==> config.mk <==
export PLATFORM = sky130hd
export DESIGN_NAME = pipelined_shift_unit
export DESIGN_NICKNAME = d
export VERILOG_FILES = /design/src/rtl/pipelined_shift_unit_pkg.sv /design/src/rtl/pipelined_shift_unit_stage.sv /design/src/rtl/pipelined_shift_unit.sv
export SDC_FILE = /design/constraint.sdc
export NUM_CORES = 1
export LEC_CHECK = 0
export ABC_AREA = 1
export CORE_MARGIN = 1.5
export CORE_UTILIZATION = 42
export DETAILED_ROUTE_END_ITERATION = 12
export GPL_TIMING_DRIVEN = 0
export PLACE_DENSITY = 0.67
export SLEW_MARGIN = 20
export SYNTH_ARGS = -nofsm -noshare
export SYNTH_HDL_FRONTEND = slang
export SYNTH_SLANG_ARGS = --single-unit
==> constraint.sdc <==
create_clock -name clock -period 2.9 [get_ports clock]
set_input_delay 0.58 -clock clock [delete_from_list [all_inputs] [get_ports clock]]
set_output_delay 0.58 -clock clock [all_outputs]
set_load 0.005 [all_outputs]
==> src/rtl/pipelined_shift_unit_pkg.sv <==
// Shared definitions for the two-stage shifter/rotator: op encodings,
// per-stage fill modes and the bit-reverse helper used to turn SLL into SRL.
package pipelined_shift_unit_pkg;

    localparam int WIDTH   = 32;
    localparam int SHAMT_W = 5;

    typedef enum logic [1:0] {
        OP_SLL  = 2'b00,
        OP_SRL  = 2'b01,
        OP_SRA  = 2'b10,
        OP_ROTR = 2'b11
    } shiftOp_t;

    typedef enum logic [1:0] {
        MODE_LOGIC  = 2'b00,
        MODE_ARITH  = 2'b01,
        MODE_ROTATE = 2'b10
    } stageMode_t;

    // SLL runs through the right-shift stages on a reversed word, so it is logical.
    function automatic stageMode_t opToMode(input shiftOp_t op);
        stageMode_t mode;
        case (op)
            OP_SRA:  mode = MODE_ARITH;
            OP_ROTR: mode = MODE_ROTATE;
            default: mode = MODE_LOGIC;
        endcase
        return mode;
    endfunction

    function automatic logic [WIDTH-1:0] bitReverse(input logic [WIDTH-1:0] d);
        logic [WIDTH-1:0] r;
        for (int i = 0; i < WIDTH; i++) begin
            r[i] = d[WIDTH-1-i];
        end
        return r;
    endfunction

endpackage

==> src/rtl/pipelined_shift_unit_stage.sv <==
// One fixed-distance right stage of the barrel shifter; passes data through
// when disabled, otherwise shifts by DIST with zero, sign or rotate fill.
module shift_stage_right
    import pipelined_shift_unit_pkg::*;
#(
    parameter int DATA_W = 32,
    parameter int DIST   = 1
) (
    input  logic              enable,
    input  stageMode_t        mode,
    input  logic              fill,
    input  logic [DATA_W-1:0] dataIn,
    output logic [DATA_W-1:0] dataOut
);

    always_comb begin
        dataOut = dataIn;
        if (enable) begin
            case (mode)
                MODE_ROTATE: dataOut = {dataIn[DIST-1:0], dataIn[DATA_W-1:DIST]};
                MODE_ARITH:  dataOut = {{DIST{fill}}, dataIn[DATA_W-1:DIST]};
                default:     dataOut = {{DIST{1'b0}}, dataIn[DATA_W-1:DIST]};
            endcase
        end
    end

endmodule

==> src/rtl/pipelined_shift_unit.sv <==
// Two-stage elastic 32-bit shifter/rotator (SLL/SRL/SRA/ROTR): 16/8 stages
// before the first register, 4/2/1 stages before the output register.
module pipelined_shift_unit #(
    parameter int WIDTH   = 32,
    parameter int SHAMT_W = 5
) (
    input  logic               clock,
    input  logic               reset,
    input  logic               in_valid,
    output logic               in_ready,
    input  logic [WIDTH-1:0]   in_data,
    input  logic [SHAMT_W-1:0] in_shamt,
    input  logic [1:0]         in_op,
    output logic               out_valid,
    input  logic               out_ready,
    output logic [WIDTH-1:0]   out_data
);
    import pipelined_shift_unit_pkg::*;

    logic outLoad;
    logic s1Load;

    shiftOp_t   inOp;
    stageMode_t inMode;
    logic       inFill;
    logic [WIDTH-1:0] inPre;
    logic [WIDTH-1:0] st16Out;
    logic [WIDTH-1:0] st8Out;

    logic             s1Valid;
    logic [WIDTH-1:0] s1Data;
    shiftOp_t         s1Op;
    logic [2:0]       s1Shamt;
    logic             s1Fill;

    stageMode_t       s1Mode;
    logic [WIDTH-1:0] st4Out;
    logic [WIDTH-1:0] st2Out;
    logic [WIDTH-1:0] st1Out;
    logic [WIDTH-1:0] result;

    logic             outValid;
    logic [WIDTH-1:0] outData;

    // Elastic control: a full output stage frees up in the same cycle it is read.
    assign outLoad  = !outValid || out_ready;
    assign s1Load   = !s1Valid || outLoad;
    assign in_ready = s1Load;

    assign inOp   = shiftOp_t'(in_op);
    assign inMode = opToMode(inOp);
    assign inFill = (inOp == OP_SRA) ? in_data[WIDTH-1] : 1'b0;
    assign inPre  = (inOp == OP_SLL) ? bitReverse(in_data) : in_data;

    shift_stage_right #(.DATA_W(WIDTH), .DIST(16)) uStage16 (
        .enable (in_shamt[4]),
        .mode   (inMode),
        .fill   (inFill),
        .dataIn (inPre),
        .dataOut(st16Out)
    );

    shift_stage_right #(.DATA_W(WIDTH), .DIST(8)) uStage8 (
        .enable (in_shamt[3]),
        .mode   (inMode),
        .fill   (inFill),
        .dataIn (st16Out),
        .dataOut(st8Out)
    );

    // The sign bit travels with the op so stage 2 fills from the original operand.
    always_ff @(posedge clock or posedge reset) begin
        if (reset) begin
            s1Valid <= 1'b0;
            s1Data  <= '0;
            s1Op    <= OP_SLL;
            s1Shamt <= '0;
            s1Fill  <= 1'b0;
        end else if (s1Load) begin
            s1Valid <= in_valid;
            s1Data  <= st8Out;
            s1Op    <= inOp;
            s1Shamt <= in_shamt[2:0];
            s1Fill  <= inFill;
        end
    end

    assign s1Mode = opToMode(s1Op);

    shift_stage_right #(.DATA_W(WIDTH), .DIST(4)) uStage4 (
        .enable (s1Shamt[2]),
        .mode   (s1Mode),
        .fill   (s1Fill),
        .dataIn (s1Data),
        .dataOut(st4Out)
    );

    shift_stage_right #(.DATA_W(WIDTH), .DIST(2)) uStage2 (
        .enable (s1Shamt[1]),
        .mode   (s1Mode),
        .fill   (s1Fill),
        .dataIn (st4Out),
        .dataOut(st2Out)
    );

    shift_stage_right #(.DATA_W(WIDTH), .DIST(1)) uStage1 (
        .enable (s1Shamt[0]),
        .mode   (s1Mode),
        .fill   (s1Fill),
        .dataIn (st2Out),
        .dataOut(st1Out)
    );

    assign result = (s1Op == OP_SLL) ? bitReverse(st1Out) : st1Out;

    always_ff @(posedge clock or posedge reset) begin
        if (reset) begin
            outValid <= 1'b0;
            outData  <= '0;
        end else if (outLoad) begin
            outValid <= s1Valid;
            outData  <= result;
        end
    end

    assign out_valid = outValid;
    assign out_data  = outData;

endmodule

==> results of run 1 <==
## synthesized netlist by cell type
| cell | number |
|---|---|
| a31oi_1 | 8 |
| buf_1 | 7 |
| buf_2 | 25 |
| buf_4 | 1 |
| buf_6 | 7 |
| clkbuf_1 | 20 |
| dfrtp_1 | 72 |
| inv_1 | 55 |
| inv_2 | 4 |
| nand2_1 | 355 |
| nand2_2 | 1 |
| nand3_1 | 192 |
| nor2_1 | 15 |
| nor2_2 | 2 |
| nor2_4 | 2 |
| o211ai_1 | 24 |
| o21ai_0 | 33 |
| o21ai_1 | 39 |
| o21ai_2 | 4 |
| o22ai_1 | 8 |
| or2_1 | 3 |
| or2_2 | 6 |
## layer usage
layer / GRT usage [%] / routed length (um) / vias up
met5: 0 / 0 / -
met4: 12.1 / 693 / 0
met3: 4.84 / 939 / 44
met2: 45.1 / 8130 / 213
met1: 37.0 / 8110 / 2821
li1: - / - / 3084
## path summary, 6_finish.rpt
kind	endpoint	slack, ns	startpoint
max in group asynchronous	s1Data[16]$_DFFE_PP0P_	1.77	reset
max reg2reg	out_data[9]$_DFFE_PP0P_	1.12	s1Shamt[1]$_DFFE_PP0P_
min	out_data[26]$_DFFE_PP0P_	0.48	out_data[26]$_DFFE_PP0P_
max	in_ready	0.18	out_ready
min in group asynchronous	out_valid$_DFFE_PP0P_	0.58	reset
min reg2reg	out_data[26]$_DFFE_PP0P_	0.48	out_data[26]$_DFFE_PP0P_
## kinds of logic after synthesis
| logic type | Yosys count | synth area share, % |
|---|---|---|
| and+or+nand+nor | 576 | 44.8 |
| buffers and inverters | 119 | 9.79 |
| AOI/OAI and AO/OA | 116 | 12.4 |
| DFF | 72 | 33.0 |
## what timing repair did
item                       4_1_cts  5_1_grt
hold endpoints to repair         0        0
resized for setup                0        0
pin swaps                        1        0
setup buffers                    1        0
setup endpoints to repair        1        1
## cell usage in the layout, fill, tap and decap left out, drive strengths merged, types with 3 or more instances in the layout
cell type,Yosys,routed
clkinv,0,3
o21ai,76,76
dfrtp,72,72
nand2,356,356
o22ai,8,8
inv,59,61
buf,40,41
nand3,192,192
nor2,19,19
o211ai,24,24
clkbuf,20,29
or2,9,9
a31oi,8,8
clkdlybuf4s50,0,75
## tightest hold or removal path, stage by stage (launching register included)
cell     delay, ns
dfrtp_1       0.34
nand2_1       0.05
nand2_1       0.05
## stage by stage
step	TNS, ns	area [sq um]	cells
6_report	0	6760	1147
5_1_grt	0	6760	1147
4_1_cts	0	6760	1148
3_5_place_dp	-0.0401	6450	1131
3_3_place_gp	-47.37	6420	1130
2_1_floorplan	0	5460	883
## layout make-up
| cell class | count | area (sq um) | area share [%] |
|---|---|---|---|
| Clock buffer | 9 | 225 | 3.33 |
| Tap cell | 172 | 215 | 3.19 |
| Sequential cell | 72 | 1800 | 26.7 |
| Multi-Input combinational cell | 692 | 3120 | 46.2 |
| Buffer | 59 | 308 | 4.56 |
| Timing Repair Buffer | 77 | 778 | 11.5 |
| Inverter | 59 | 224 | 3.32 |
| Clock inverter | 7 | 80.1 | 1.19 |
## power by group through the flow
stage               combinational (mW)  sequential [mW]  clock [mW]
global route                      1.68             1.35        1.21
CTS                               1.47             1.32        1.17
detailed placement                1.46             1.34           0
floorplan                        0.885             1.32           0
global placement                  1.45             1.33           0
finish                            1.48             1.32        1.14
## sequential cells by signal, summed over array words and instances (netlist names)
register	cells
out_data	32
out_valid	1
s1Data	32
s1Fill	1
s1Op	2
s1Shamt	3
s1Valid	1
==> flow_summary.yaml, run 1 <==
detailed_routing:
  vias: 6162
  wire_per_inst_um: 15.6
  first_pass_iters: 5
  drc: 0
  via_per_inst: 5.37
  drt_wl_total_um: 17900
  ant_nets: 0
  drt-initial-drc-count: 573
timing:
  setup_viol: 0
  worst_pin_slew_ns: 0.688
  rsz0062_at_grt: "no"
  fmax_mhz: 368
  whs_ns: 0.475
  fin_skew_ns: 0.00954
  period_needed_ns: 2.72
  period_share_pct: 93.8
  layout_setup_ws_ns: 0.181
  hold_viol_final: 0
  slew_headroom_pct: 53.7
  slew_viol_final: 0
global_route:
  grt_pass1_vias: 5719
  grt_overflow: 0
  track_usage_pct: 27.9
  antenna_found_initial: 0
  grt_pass1_wl_um: 29100
  grt_max_degree: 43
cts:
  hold_buffers: 0
  clk-insertion-delay-late_ns: 0.35
  cts_tree: "built"
  clockBufferDepth: 2
  cts_max_level: 3
  path_clk_slew_ns: 0.06
  clockRootBuffer: "clkbuf_16"
  clock_sinks: 72
  cts_buffers: 9
critical_path:
  crit_cells: 6
  r2r_cells: 8
  worstPathCellList: "clkdlybuf4s50_1, nor2_4, inv_2, nor2_4, inv_2, clkdlybuf4s50_1"
  critPathMaxFanout: 19
  critical_path.max_stage_delay_ns: 0.57
  path_buf_inv: 4
  crit_type: "input port to output pin"
  critPathLaunchType: "input port"
  crit_slowest_cell: "clkdlybuf4s50_1"
  end_kind: "output pin"
  required_ns: 2.32
  arrival_ns: 2.14
  cp_top_family: "buffers and inverters"
pwr:
  pwr-share-comb_pct: 37.5
  swShare_pct: 36.6
  switchingPower_mw: 1.44
  p_int_mw: 2.50
  p_seq_share_pct: 33.5
  power_density_nw_per_um2: 584
  irDropWorstVdd_v: 0.000270
  finalPower_mw: 3.94
  pwr-share-clk_pct: 29.0
  p_leak_nw: 3.33
floorplanning:
  core.rowCount: 41
  dieArea_sq_um: 13700
  fp.dieH_um: 117
  coreArea_sq_um: 12700
  dieWidth_um: 117
  boundaryPins: 77
  start_util_pct: 43.1
place:
  hpwlAfterDp_um: 14400
  post-place-ws_ns: -0.0401
  place.port_buffers: 75
  gp_congestion: 1.05
layout:
  fill_cells: 1377
  insertedDiodeCount: 0
  nets: 1013
  area_growth_syn_to_layout_pct: 23.7
  drive_above_1_share_pct: 7.18
  fin_util_pct: 53.3
yosys:
  ys_seq_area_share_pct: 33.0
  ys_seq_elements: 72
  ys_top_cells_by_area: "dfrtp_1 33%, nand2_1 24%, nand3_1 18%, inv_1 3.8%, o21ai_1 3.6%"
  ys_warn_count: 0
  synth_nets: 926
  synth_top_area_share_pct: 33.0
  syn_inst: 883
  yosysUniqueCellTypes: 22
  synth_largest_area_cell: "dfrtp_1"
  avgSynthCellArea_sq_um: 6.18
  syn_area_sq_um: 5460
run:
  drv_cap: 0
run_status:
  outcome: "finished, final reports clean"
min_path:
  hold_path_depth: 2
  min_path_type: "flop to flop"
Power figures use the tool's default switching activity.
==> run 2, diff against run 1 <==
--- a/config.mk
+++ b/config.mk
@@ -10,6 +10,7 @@
 export CORE_UTILIZATION = 42
 export DETAILED_ROUTE_END_ITERATION = 12
 export GPL_TIMING_DRIVEN = 0
+export HOLD_SLACK_MARGIN = 0.05
 export PLACE_DENSITY = 0.67
 export SLEW_MARGIN = 20
 export SYNTH_ARGS = -nofsm -noshare
==> results of run 2 <==
No change in the layout: final DEF, timing and power equal those of run 1.
